### src/rtl/mem_port_arbiter.sv
// Purpose: shares one memory port between I-cache refill and data-memory requesters, round-robin, watchdog-protected.
// Latency: grant one cycle after req is seen in IDLE; ready/read-data combinational with i_mem_ack; one IDLE cycle between grants.
// Backpressure: requesters hold req level until their ready strobe; the memory stalls the owner by withholding i_mem_ack (watchdog aborts after TIMEOUT).
module mem_port_arbiter #(
  parameter int XLEN    = 32,
  parameter int TIMEOUT = 256
) (
  input  logic            i_clk,
  input  logic            i_rst,
  input  logic            i_ic_req,
  input  logic [XLEN-1:0] i_ic_addr,
  output logic [XLEN-1:0] o_ic_data,
  output logic            o_ic_ready,
  input  logic            i_dm_req,
  input  logic            i_dm_wen,
  input  logic [XLEN-1:0] i_dm_addr,
  input  logic [XLEN-1:0] i_dm_wdata,
  input  logic [3:0]      i_dm_byte_en,
  output logic [XLEN-1:0] o_dm_rdata,
  output logic            o_dm_ready,
  output logic            o_mem_req,
  output logic            o_mem_wen,
  output logic [XLEN-1:0] o_mem_addr,
  output logic [XLEN-1:0] o_mem_wdata,
  output logic [3:0]      o_mem_byte_en,
  input  logic [XLEN-1:0] i_mem_rdata,
  input  logic            i_mem_ack,
  output logic            o_owner,
  output logic            o_timeout
);

  typedef enum logic [1:0] {
    IDLE  = 2'd0,
    GNT_I = 2'd1,
    GNT_D = 2'd2
  } state_t;

  // Counter only has to reach TIMEOUT-1; keep at least one bit so the
  // disabled (TIMEOUT=0) and tiny configurations still elaborate.
  localparam int CW = (TIMEOUT > 2) ? $clog2(TIMEOUT) : 1;
  localparam logic [CW-1:0] CNT_LAST = CW'((TIMEOUT > 0) ? (TIMEOUT - 1) : 0);

  state_t          state_q, state_d;
  logic            prio_q, prio_d;     // 1 = D side wins a tie
  logic            owner_q, owner_d;
  logic [CW-1:0]   cnt_q, cnt_d;
  logic [XLEN-1:0] addr_q, addr_d;
  logic            wen_q, wen_d;
  logic [XLEN-1:0] wdata_q, wdata_d;
  logic [3:0]      ben_q, ben_d;

  logic in_gnt;
  logic expire;
  logic pick_dm;

  assign in_gnt = (state_q == GNT_I) || (state_q == GNT_D);
  // Ack takes precedence over expiry, so expiry requires the ack to be absent.
  assign expire = (TIMEOUT != 0) && in_gnt && !i_mem_ack && (cnt_q == CNT_LAST);
  // Tie goes to the prio side; a lone requester always wins.
  assign pick_dm = i_dm_req && (!i_ic_req || prio_q);

  // Next-state: arbitration and latching in IDLE, completion/abort and watchdog count in grant.
  always_comb begin
    state_d = state_q;
    prio_d  = prio_q;
    owner_d = owner_q;
    cnt_d   = cnt_q;
    addr_d  = addr_q;
    wen_d   = wen_q;
    wdata_d = wdata_q;
    ben_d   = ben_q;
    case (state_q)
      IDLE: begin
        if (i_ic_req || i_dm_req) begin
          cnt_d   = '0;
          owner_d = pick_dm;
          prio_d  = !pick_dm;
          if (pick_dm) begin
            state_d = GNT_D;
            addr_d  = i_dm_addr;
            wen_d   = i_dm_wen;
            wdata_d = i_dm_wdata;
            ben_d   = i_dm_byte_en;
          end else begin
            state_d = GNT_I;
            addr_d  = i_ic_addr;
            wen_d   = 1'b0;
            wdata_d = '0;
            ben_d   = 4'hF;
          end
        end
      end
      GNT_I, GNT_D: begin
        if (i_mem_ack || expire) begin
          state_d = IDLE;
        end else begin
          cnt_d = cnt_q + CW'(1);
        end
      end
      default: state_d = IDLE;
    endcase
  end

  // State and latch registers; reset drops any in-flight transaction.
  always_ff @(posedge i_clk) begin
    if (i_rst) begin
      state_q <= IDLE;
      prio_q  <= 1'b1;
      owner_q <= 1'b0;
      cnt_q   <= '0;
      addr_q  <= '0;
      wen_q   <= 1'b0;
      wdata_q <= '0;
      ben_q   <= 4'h0;
    end else begin
      state_q <= state_d;
      prio_q  <= prio_d;
      owner_q <= owner_d;
      cnt_q   <= cnt_d;
      addr_q  <= addr_d;
      wen_q   <= wen_d;
      wdata_q <= wdata_d;
      ben_q   <= ben_d;
    end
  end

  // Output mapping: memory side from latched registers, responses straight from the ack path.
  // Reset masks everything so the cycle in which it is asserted is already quiet.
  always_comb begin
    o_mem_req     = !i_rst && in_gnt;
    o_mem_wen     = !i_rst && in_gnt && wen_q;
    o_mem_addr    = (!i_rst && in_gnt) ? addr_q  : '0;
    o_mem_wdata   = (!i_rst && in_gnt) ? wdata_q : '0;
    o_mem_byte_en = (!i_rst && in_gnt) ? ben_q   : 4'h0;
    o_owner       = !i_rst && owner_q;
    o_timeout     = !i_rst && expire;
    o_ic_ready    = !i_rst && (state_q == GNT_I) && (i_mem_ack || expire);
    o_dm_ready    = !i_rst && (state_q == GNT_D) && (i_mem_ack || expire);
    o_ic_data     = (!i_rst && (state_q == GNT_I) && i_mem_ack) ? i_mem_rdata : '0;
    o_dm_rdata    = (!i_rst && (state_q == GNT_D) && i_mem_ack) ? i_mem_rdata : '0;
  end

endmodule

### config.mk
export PLATFORM = sky130hd
export DESIGN_NAME = mem_port_arbiter
export DESIGN_NICKNAME = d
export VERILOG_FILES = /design/src/rtl/mem_port_arbiter.sv
export SDC_FILE = /design/constraint.sdc
export NUM_CORES = 1
export LEC_CHECK = 0
export ABC_AREA = 1
export BUFFER_PORTS_ARGS = -buffer_cell sky130_fd_sc_hd__buf_2
export CELL_PAD_IN_SITES_DETAIL_PLACEMENT = 1
export CELL_PAD_IN_SITES_GLOBAL_PLACEMENT = 1
export CORE_UTILIZATION = 24
export DETAILED_ROUTE_END_ITERATION = 8
export PLACE_DENSITY = 0.79
export SLEW_MARGIN = 30
export SYNTH_ARGS = -nofsm -noshare
export SYNTH_HDL_FRONTEND = slang
export SYNTH_SLANG_ARGS = --single-unit
### constraint.sdc
create_clock -name i_clk -period 1.7 [get_ports i_clk]
set_clock_uncertainty 0.05 [all_clocks]
set_input_delay 0.085 -clock i_clk [delete_from_list [all_inputs] [get_ports i_clk]]
set_output_delay 0.085 -clock i_clk [all_outputs]
set_load 0.005 [all_outputs]
**After elaboration in Yosys (flattened, before gate mapping)**

Cells that the tools add are included.

- Add/sub/neg operators: 1
- $mul: 0
- Divide/modulo/power cells: 0
- Order comparisons: 0
- Eq/ne operators: 6
- Shifts and indexed selects: 0
- Muxes and demuxes: 16
- Bitwise gates (word level): 0
- Reduce and logical (&&, ||, !) cells: 27

Operators with widths:

| cell | count |
|---|---|
| $mux 32 | 6 |
| $mux 8 | 2 |
| $pmux 8 s2 | 1 |
| $logic_and 1x1->1 | 13 |
| $add 8x1->8 const B | 1 |
| $eq 8x8->1 const B | 1 |
| $mux 4 | 2 |
| $mux 2 | 3 |
| $ne 2x2->1 const B | 3 |
| $logic_not 1->1 | 4 |
| $logic_or 1x1->1 | 4 |
| $pmux 2 s2 | 1 |
| $reduce_and 2->1 | 2 |
| $reduce_and 3->1 | 1 |
| $eq 2x1->1 const B | 1 |
| $eq 2x2->1 const B | 1 |
| $logic_not 2->1 | 1 |
| $reduce_bool 2->1 | 1 |
| $reduce_or 2->1 | 1 |
| $mux 1 | 1 |

- Bits in registers: 81
- Latch bits: 0
- RAM bits: 0
- Memory bits (read-only): 0
- Input bits: 138
- Output and inout port bits: 138
- Memories kept: 0

**Longest topological paths before layout**

Gate-level depths: netlist of run 1.

- Word-level depth: 7
- Gate-level depth with buffers: 11
- Depth with buffers taken out: 11

**Worst setup path after synthesis of run 1**

No wires, ideal clock.

- Path kind: reg2reg
- Start: reg state_q[0]
- End: reg cnt_q[6]
- Library setup time: 115 ps
- Arrival: 1438 ps
- Path slack: 97 ps
- Stages on the path, launching flop included: 11
- Buffers on the path: 2
- Clock period less this slack: 1603 ps
- Cells stage by stage: dfxtp_1 > inv_1 > ha_1 > inv_2 > buf_2 > nand2_1 > nand2_1 > buf_2 > nand3_1 > nand2_1 > nor2_1

- Word-level cells in the longest chain between the ends: 7
- Elaborated cells on any way between the ends: 13

RTL lines:

| item | RTL line | text |
|---|---|---|
| start: declaration | 43 | `state_t state_q, state_d;` |
| start signal: assignment | 116 | `state_q <= state_d;` |
| $eq 2x1->1 / $eq 2x2->1 (equally long branches) | 56, 72 |  |
| $logic_or 1x1->1 | 56 | `assign in_gnt = (state_q == GNT_I) \|\| (state_q == GNT_D);` |
| $logic_and 1x1->1 (2 in a row) | 58 | `assign expire = (TIMEOUT != 0) && in_gnt && !i_mem_ack && (cnt_q == CNT_LAST);` |
| $logic_or 1x1->1 | 94 | `if (i_mem_ack \|\| expire) begin` |
| $ne 2x2->1 (no source line) | n/a |  |
| $reduce_and 3->1 (no source line) | n/a |  |
| end signal: assignment | 119 | `cnt_q <= cnt_d;` |
| end: declaration | 46 | `logic [CW-1:0] cnt_q, cnt_d;` |

Parallel ways exist; a longest one is shown, timed or not.
A chain may end at the register's enable or synchronous reset.

**Final worst setup path of run 1**

- Start: reg state_q[1]
- End: out o_mem_addr[4]

- Word-level cells in the longest chain between the ends: 4
- Elaborated cells on any way between the ends: 5

RTL lines:

| item | RTL line | text |
|---|---|---|
| $eq 2x1->1 / $eq 2x2->1 (equally long branches) | 56 |  |
| $logic_or 1x1->1 (*) | 56 |  |
| $logic_and 1x1->1 (*) | 132 | `o_mem_addr = (!i_rst && in_gnt) ? addr_q : '0;` |
| $mux 32 (*) | 132 |  |
| end: declaration | 23 | `output logic [XLEN-1:0] o_mem_addr,` |

Every way passes the cells marked *; elsewhere a longest branch is shown, timed or not.

==> out/metrics.cfg, run 1 <==
[power_and_ir_drop]
irDropWorstVdd_v = 0.000526
leakage_uw = 0.00379
power.density_nw_per_um2 = 900
totalPowerFinal_uw = 6640

[synthesis]
synthAdderAreaFrac_pct = 1.19
ys_top_cells_by_count = nand2_1 (156), nor2_1 (149), inv_1 (86)
synth_most_common_cell = nand2_1
syn_inst = 680
yosys.area.top_type = dfxtp_1
ys.flop_type = dfxtp_1
syn-num-nets = 822
synth_warnings = 0
synth-edff-count = 0
synth_top_family_by_area = simple AND/OR/NAND/NOR gates
avgSynthCellArea_um2 = 6.18
async_flop_share_pct = 0
yosysSeqAreaShare_pct = 38.6
synth_compound_area_share_pct = 12.9
ys_ff_latch = 81
synthTopCellsByArea = dfxtp_1 (39%), nand2_1 (14%), nor2_1 (13%), inv_1 (7.7%), nand3_1 (5.7%)
synth_top_area_share_pct = 38.6
synth_area_um2 = 4200
synthXorXnorAreaFrac_pct = 0
yosysUniqueCellTypes = 26
yosys.area_share.simple_pct = 34.0
muxShareOfSynthArea_pct = 0

[timing]
setup_viol = 52
worst_pin_slew_ns = 0.341
fin_crit_ns = 1.79
hold_ws_ns = 0.0268
relSlewSlack_pct = 77.3
rsz0062_at_grt = yes
postLayoutSetupSlackWorst_ns = -0.0922
fin_crit_sh_pct = 105
hold_viol = 0
finalMaxSlewViolations = 0
fmaxAchievable_mhz = 558

[place]
port-buffer-count = 275
hpwl_mm = 12.0
gp_congestion = 0.778

[final_layout]
drive_gt1_share_pct = 36.0
fillers = 2250
multi_input_area_um2 = 2200
regArea_um2 = 1630
nets = 1172
n_antenna_cell = 0
area.growth.synth_to_final_pct = 75.5

[critical_path]
path_cells = inv_2 > ha_4 > inv_4 > nor2_4 > inv_4 > buf_16 > nor2_2 > buf_2
r2r_start = cnt_q[1]
crit_family = buffers and inverters
rr_endpoint = cnt_q[5]
cp_max_fo = 18
worst_r2r_path_depth = 11
required_ns = 1.56
cp-start-kind = flip-flop
crit_top_cell = inv_4
cp.arrival_ns = 1.66
cp_num_buf_inv = 5
worst-r2r-setup-slack_ns = 0.11
crit_slowest_cell = dfxtp_2
cp_slowest_stage_delay_ns = 0.34
end_kind = output pin
path_class = flip-flop to output pin

[clock_tree]
htree_num_levels = 3
cts_tree = built
numCtsBuffers = 9
root_buffer = clkbuf_16
cts_sinks = 81
clkLatencyLatePin_ns = 0.34
clk_pin_slew_worst_paths_ns = 0.06
clockBufferDepth = 2

[status]
violations = setup timing
outcome = complete, but fails checks

[global_route]
grt_usage_pct = 20.7
antenna_found_initial = 1
grt_pass1_wl_mm = 29.5
first_global_vias = 6028
grt_max_degree = 82
grt-ovfl-total = 0

[drt]
drtIter0Drc = 143
wire_per_inst_um = 15.4
vias_per_cell = 4.56
totalWireLength_mm = 19.4
drtPass1Iterations = 4
drc_errors = 0
num_vias = 5750
drtAntennaViolNets = 0

[floorplan]
dieHeight_um = 134
dieWidth_um = 134
start_util_pct = 24.5
rows = 48
dieArea_um2 = 18000
coreArea_um2 = 17200
io_pins = 276

[worst_hold_path]
hold_class = input pin to flip-flop
hold_end = addr_q[23]
whs_path_depth = 5
hp-start = i_dm_addr[23]

[run]
drv_cap = 0

how the worst max path moves through the flow:
stage,from,endpoint,cells past startpoint
floorplan,state_q[0],cnt_q[6],10
global placement,cnt_q[0],cnt_q[5],11
detailed placement,cnt_q[0],cnt_q[5],11
CTS,state_q[1],o_mem_addr[24],8
global route,state_q[0],o_ic_data[29],6
finish,state_q[1],o_mem_addr[4],8
what timing repair did:
| item | 4_1_cts | 5_1_grt |
|---|---|---|
| resized for setup | 26 | 30 |
| pin swaps | 3 | 3 |
| hold buffers | 82 | 0 |
| setup endpoints to repair | 79 | 130 |
| cloned | 3 | 1 |
| endpoints found under the hold margin | 62 | 0 |
| setup buffers | 3 | 3 |
worst register-to-register path, cell delays in order, from the launching register on:
cell,delay (ns)
dfxtp_2,0.36
ha_4,0.16
nand2_4,0.07
nor2_4,0.16
nand2_1,0.09
nand3_2,0.09
nand2_1,0.07
buf_4,0.18
nand3_1,0.08
nand2_1,0.07
nand2_1,0.07
inv_1,0.03
through the flow:
stage / setup WS [ns] / utilization (%) / setup TNS [ns] / cells / instance area [um2]
2_1_floorplan: 0.0966 / - / 0 / 680 / 4200
3_3_place_gp: 0.0720 / 34.5 / 0 / 1153 / 5930
3_5_place_dp: 0.0164 / 34.5 / 0 / 1153 / 5930
4_1_cts: -0.0963 / 42.1 / -4.40 / 1257 / 7220
5_1_grt: -0.166 / 42.9 / -7.30 / 1260 / 7370
6_report: -0.0922 / 42.9 / -2.53 / 1260 / 7370
layer usage:
| layer | vias up | track usage [%] | share of wire (%) |
|---|---|---|---|
| met1 | 2683 | 20.3 | 37 |
| li1 | 2802 | - | - |
| met2 | 217 | 40.4 | 53 |
| met4 | 2 | 8.49 | 2.6 |
| met3 | 46 | 5.78 | 6.7 |
| met5 | - | 0 | 0.067 |
cell type report:
cell class,instances,share of cell area [%]
flip-flops and latches,81,22.1
clock buffers,10,3.11
multi-input cells,459,29.8
clock inverters,6,0.798
well taps,225,3.82
repair buffers,383,35.4
inverters,96,4.99
kinds of logic after synthesis:
family	after synthesis
adders and majority gates	4
and+or+nand+nor	360
buffers and inverters	140
AOI/OAI and AO/OA	95
DFF	81
power by group:
part / internal (uW) / switching [uW]
clock: 1130 / 793
sequential: 2180 / 141
combinational: 1020 / 1370
total: 4330 / 2300
flip-flops by register name, summed over array words and instances, names as in the netlist:
register and flops:
cnt_q 8, wdata_q 32, ben_q 4, wen_q 1, owner_q 1, state_q 2
addr_q 32, prio_q 1
cells in the final DEF (no fill, tap or decap), types with 19 or more instances in the layout:
cell type / n
a31oi_1: 21
inv_1: 83
dlygate4sd3_1: 82
nand3_1: 45
o21ai_1: 39
nor2_1: 124
nand2_1: 154
dfxtp_1: 77
nor2_2: 22
buf_2: 275
a21oi_1: 19
(Power assumes the default switching activity.)
==> run 2: changes to the inputs <==
Settings changed: HOLD_SLACK_MARGIN from default to 0.03, SKIP_LAST_GASP from default to 1.
==> run 2 against run 1 <==
The flow still finishes with violations (setup timing). Cell count up 1.1%. Non-clock buffer count up 14. Sequential power about the same. Critical path depth unchanged. Design area up 1.7%. Sequential cell count unchanged. Count of clock-buffer cells in the layout unchanged. Die area unchanged. First-iteration DRC count up 5.6%. Critical path type unchanged. Largest power group unchanged. Highest routed layer unchanged.
==> out/metrics.cfg, run 2 (synthesized netlist as in run 1, its figures left out) <==
[status]
outcome = complete, but fails checks
violations = setup timing

[floorplan]
rows = 48  ; unchanged
start_util_pct = 24.5  ; unchanged
coreArea_um2 = 17200  ; unchanged
dieHeight_um = 134  ; unchanged
dieWidth_um = 134  ; unchanged
io_pins = 276  ; unchanged
dieArea_um2 = 18000  ; unchanged

[critical_path]
required_ns = 1.56  ; about the same
crit_slowest_cell = dfxtp_2
path_cells = inv_2 > ha_4 > inv_2 > nor2_4 > inv_4 > buf_16 > nor2_2 > buf_2
cp_num_buf_inv = 5  ; unchanged
cp_num_cells = 8  ; unchanged
cp_slowest_stage_delay_ns = 0.34  ; about the same
cp.arrival_ns = 1.66  ; about the same
cp_max_fo = 18  ; unchanged
worst_r2r_path_depth = 11  ; unchanged
crit_family = buffers and inverters
end_kind = output pin
path_class = flip-flop to output pin
cp-start-kind = flip-flop
crit_top_cell = inv_2

[power_and_ir_drop]
power.density_nw_per_um2 = 888  ; -1.4%
p_comb_share_pct = 36.1  ; about the same
intPower_uw = 4340  ; +0.13%
clkPwrFrac_pct = 29.0  ; about the same
power.share.switching_pct = 34.8  ; +0.10 points
irDropWorstVdd_v = 0.000516  ; -2.0%
p_sw_uw = 2320  ; +0.59%
sequentialPowerShare_pct = 35.0  ; about the same
leakage_uw = 0.00385  ; +1.5%

[timing]
finalMaxSlewViolations = 0  ; unchanged
fmaxAchievable_mhz = 556  ; -0.37%
fin_tns_setup_ns = -3.48  ; -0.951 ns
worst_pin_slew_ns = 0.352  ; +0.0114 ns
relSlewSlack_pct = 76.5  ; -0.76 points
rsz0062_at_grt = yes
setup_viol = 53  ; +1.9%
fin_crit_ns = 1.80  ; +0.00659 ns
postLayoutSetupSlackWorst_ns = -0.0988  ; -0.00659 ns
hold_ws_ns = 0.0399  ; +0.0130 ns
fin_crit_sh_pct = 106  ; +0.39 points
hold_viol = 0  ; unchanged

[final_layout]
nets = 1186  ; +1.2%
fin_cells = 1274  ; +1.1%
n_antenna_cell = 0  ; unchanged
final_cell_mix = buf_2 (275), nand2_1 (154), nor2_1 (127), dlygate4sd3_1 (97), inv_1 (83)
area.growth.synth_to_final_pct = 78.5
drive_gt1_share_pct = 35.2  ; -0.86 points
utilization_pct = 43.6  ; +0.72 points
biggestRegsByFlops = addr_q: 32 flops, wdata_q: 32 flops, cnt_q: 8 flops
mostFrequentLayoutCell = buf_2

[worst_hold_path]
whs_path_depth = 5  ; unchanged
hold_class = input pin to flip-flop

[place]
gp_congestion = 0.778  ; unchanged
hpwl_mm = 12.0  ; unchanged
port-buffer-count = 275  ; unchanged
place_ws_ns = 0.0164  ; unchanged
placed_cells = 1153  ; unchanged

[clock_tree]
clk_pin_slew_worst_paths_ns = 0.06  ; about the same
root_buffer = clkbuf_16
clkLatencyLatePin_ns = 0.33  ; about the same
cts_tree = built
numCtsBuffers = 9  ; unchanged
cts_sinks = 81  ; unchanged
clockBufferDepth = 2  ; unchanged
htree_num_levels = 3  ; unchanged

[global_route]
grt_usage_pct = 21.8  ; +1.1 points
first_global_vias = 6198  ; +2.8%
use_met1_pct = 21.2  ; +0.91 points
grtUsageMet3_pct = 6.27  ; +0.49 points
busiest_layer = met2
grt-ovfl-total = 0  ; unchanged
grt_pass1_wl_mm = 30.9  ; +4.7%
antenna_found_initial = 1  ; unchanged
grt_max_degree = 82  ; unchanged
grtUsageMet2_pct = 42.0  ; +1.6 points

[drt]
drtIter0Drc = 151  ; +5.6%
num_vias = 5831  ; +1.4%
wire_per_inst_um = 15.9  ; +3.0%
totalWireLength_mm = 20.2  ; +4.2%
drc_errors = 0  ; unchanged
vias_per_cell = 4.58  ; +0.29%
drtPass1Iterations = 4  ; unchanged
drtAntennaViolNets = 0  ; unchanged

[run]
drv_cap = 0  ; unchanged

==> run 2: routing by layer <==
layer	wire, um	vias to the layer above
met5	13	-
met4	587	2
met3	1300	55
met2	10800	226
met1	7490	2717
li1	-	2831
==> run 2: stage by stage <==
stage                     cell area [um2]  total power (uW)
final                                7500              6660
after global routing                 7500              7050
after CTS                            7370              6580
after detailed placement             5930              4290
after global placement               5930              4230
after floorplan                      4200              3450
==> run 2: area by class of cell <==
cell class	count	area, um2
Clock inverter	6	58.8
Multi-Input combinational cell	459	2170
Clock buffer	10	229
Tap cell	225	282
Inverter	96	365
Timing Repair Buffer	397	2760
Fill cell	2255	9680
Sequential cell	81	1630
==> run 2: timing repair <==
item,in CTS,in global routing
resized for setup,26,26
hold buffers,97,0
pin swaps,3,3
setup buffers,3,2
endpoints found under the setup margin,79,136
endpoints found under the hold margin,72,0
gates cloned,3,1
==> run 2: path summary, 6_finish.rpt <==
check / startpoint / endpoint / slack, ns
hold reg to reg: ben_q[1] / ben_q[1] / 0.41
setup reg to reg: cnt_q[0] / cnt_q[5] / 0.07
setup / recovery: state_q[1] / o_mem_addr[8] / -0.1
hold / removal: i_dm_addr[1] / addr_q[1] / 0.04
==> run 2: worst register-to-register path, stage by stage (launching register included) <==
cell and delay [ns]:
dfxtp_4 0.36, ha_2 0.21, nand2_4 0.08, nor2_4 0.16, nand2_1 0.09, nand3_2 0.09
nand2_1 0.09, buf_6 0.16, nand3_1 0.08, nand2_1 0.07, nand2_1 0.07, inv_1 0.03
==> run 2: power by group through the flow <==
stage	sequential (uW)	combinational, uW	clock [uW]
after global placement	2330	1900	0
after global routing	2350	2630	2070
after detailed placement	2340	1950	0
final	2330	2400	1930
after CTS	2310	2280	1990
after floorplan	2300	1140	0
==> run 3: changes to the inputs <==
Settings changed: REMOVE_ABC_BUFFERS from default to 1.
==> run 3 against run 2 <==
The run still ends with setup timing left. Register-to-register slack got worse by 0.09 ns. Global-route usage decreased by 0.19 points. Design area grew 3.5%. Largest cell class unchanged. Largest power group unchanged. Critical path depth did not move. Critical path type unchanged. Count of clock-buffer cells in the layout shrank 1. Sequential power is essentially flat. First-iteration DRC count decreased by 7.3%. Via count increased by 2.6%. Sequential share of layout area is 0.76 points lower. Utilization grew 1.5 points.
==> out/metrics.cfg, run 3 (synthesized netlist as in run 1, its figures left out) <==
[critical_path]
path_cells = inv_2 > ha_4 > inv_4 > nor2_4 > clkinv_4 > buf_12 > nor2_4 > buf_2
cp_slowest_stage_delay_ns = 0.33  ; about the same
cp-start-kind = flip-flop
required_ns = 1.56  ; about the same
path_class = flip-flop to output pin
cp_max_fo = 7  ; -11
cp_num_buf_inv = 5  ; unchanged
end_kind = output pin
crit_family = buffers and inverters
crit_top_cell = nor2_4
cp.arrival_ns = 1.72  ; +0.06 ns
critPathLaunch = state_q[1]
crit_slowest_cell = dfxtp_2
r2r_start = state_q[0]

[floorplan]
dieHeight_um = 134  ; unchanged
start_util_pct = 24.5  ; unchanged
dieArea_um2 = 18000  ; unchanged
io_pins = 276  ; unchanged
dieWidth_um = 134  ; unchanged
coreArea_um2 = 17200  ; unchanged
rows = 48  ; unchanged

[global_route]
grt_usage_pct = 21.6  ; -0.19 points
grt_max_degree = 44  ; -46%
first_global_vias = 6092  ; -1.7%
grt_pass1_wl_mm = 30.4  ; -1.6%
grt-ovfl-total = 0  ; unchanged
antenna_found_initial = 2  ; +1

[timing]
fin_crit_sh_pct = 109  ; +3.1 points
fin_crit_ns = 1.85  ; +0.0528 ns
relSlewSlack_pct = 72.0  ; -4.5 points
finalMaxSlewViolations = 0  ; unchanged
setup_viol = 78  ; +47%
postLayoutSetupSlackWorst_ns = -0.152  ; -0.0528 ns
hold_viol = 0  ; unchanged
fin_tns_setup_ns = -6.23  ; -2.75 ns
hold_ws_ns = 0.0408  ; +0.000967 ns
fmaxAchievable_mhz = 540  ; -2.9%
worst_pin_slew_ns = 0.420  ; +0.0681 ns
rsz0062_at_grt = yes

[place]
hpwl_mm = 12.5  ; +4.3%
gp_congestion = 0.747  ; -3.9%
port-buffer-count = 275  ; unchanged

[final_layout]
fillers = 2226  ; -1.3%
final_cell_mix = buf_2 (273), nand2_1 (153), nor2_1 (108), dlygate4sd3_1 (90), inv_1 (83)
drive_gt1_share_pct = 38.5  ; +3.4 points
regArea_um2 = 1630  ; -0.15%
mostFrequentLayoutCell = buf_2
nets = 1197  ; +0.93%
multi_input_area_um2 = 2330  ; +7.1%
biggestRegsByFlops = addr_q: 32 flops, wdata_q: 32 flops, cnt_q: 8 flops
area.growth.synth_to_final_pct = 84.7

[power_and_ir_drop]
totalPowerFinal_uw = 6900  ; +3.6%
leakage_uw = 0.00389  ; +1.0%
irDropWorstVdd_v = 0.000395  ; -23%
power.density_nw_per_um2 = 889  ; +0.18%

[status]
outcome = complete, but fails checks
violations = setup timing

[drt]
totalWireLength_mm = 21.5  ; +6.3%
vias_per_cell = 4.65  ; +1.6%
drc_errors = 0  ; unchanged
drtIter0Drc = 140  ; -7.3%
num_vias = 5982  ; +2.6%
drtAntennaViolNets = 0  ; unchanged
wire_per_inst_um = 16.7  ; +5.3%
drtPass1Iterations = 6  ; +2

[clock_tree]
root_buffer = clkbuf_16
clkLatencyLatePin_ns = 0.34  ; about the same
numCtsBuffers = 9  ; unchanged
cts_tree = built
clockBufferDepth = 2  ; unchanged
htree_num_levels = 3  ; unchanged
cts_sinks = 81  ; unchanged
clk_pin_slew_worst_paths_ns = 0.06  ; about the same

[worst_hold_path]
hp-start = i_dm_byte_en[1]
hold_class = input pin to flip-flop

[run]
drv_cap = 0  ; unchanged

run 3: per-layer routing:
layer	up-vias	GRT usage (%)	share of wire (%)	routed length, um
li1	2852	-	-	-
met1	2807	21.5	36	7830
met2	260	41.6	54	11600
met3	63	4.16	5.1	1100
met4	0	12.1	4.6	984
met5	-	0	0	0
run 3: repair_timing:
item | 4_1_cts | 5_1_grt
buffers inserted | 5 | 7
pin swaps | 3 | 4
setup endpoints to repair | 74 | 111
gates resized for setup | 48 | 55
gates cloned | 2 | 5
endpoints found under the hold margin | 65 | 0
hold buffers | 90 | 0
run 3: power by group:
part	internal (uW)	switching [uW]	total [uW]	leakage, uW
clock network	987	826	1810	0.000124
logic	1190	1570	2770	0.00309
registers	2180	137	2320	0.000668
run 3: path summary, 6_finish.rpt:
check | cells after the start | slack (ns) | endpoint
max | 8 | -0.15 | o_mem_addr[10]
min | 3 | 0.04 | ben_q[1]
min reg2reg | 2 | 0.43 | prio_q
max reg2reg | 11 | -0.02 | cnt_q[2]
run 3: area by class of cell:
class,count,area share (%)
Tap cell,225,3.63
Clock inverter,6,0.581
Clock buffer,9,2.90
Antenna cell,2,0.0645
Sequential cell,81,21.0
Timing Repair Buffer,407,37.0
Inverter,96,4.74
Timing Repair inverter,1,0.113
Multi-Input combinational cell,459,30.0
run 3: worst reg2reg max path: stages (launching register included):
cell	delay [ns]
dfxtp_2	0.34
inv_2	0.05
ha_4	0.24
inv_4	0.06
buf_4	0.17
buf_12	0.17
nand2_1	0.08
nand2_1	0.11
buf_6	0.15
nand3_1	0.09
nand2_1	0.08
nor2_1	0.04
run 3: metrics by stage:
| stage | instances | setup slack (ns) | utilization [%] | area [um2] |
|---|---|---|---|---|
| floorplan | 636 | -1.51 | - | 4000 |
| global placement | 1162 | 0.108 | 34.9 | 6000 |
| detailed placement | 1162 | 0.0441 | 34.9 | 6000 |
| CTS | 1272 | -0.100 | 42.9 | 7370 |
| global route | 1286 | -0.210 | 45.2 | 7760 |
| finish | 1286 | -0.152 | 45.2 | 7760 |
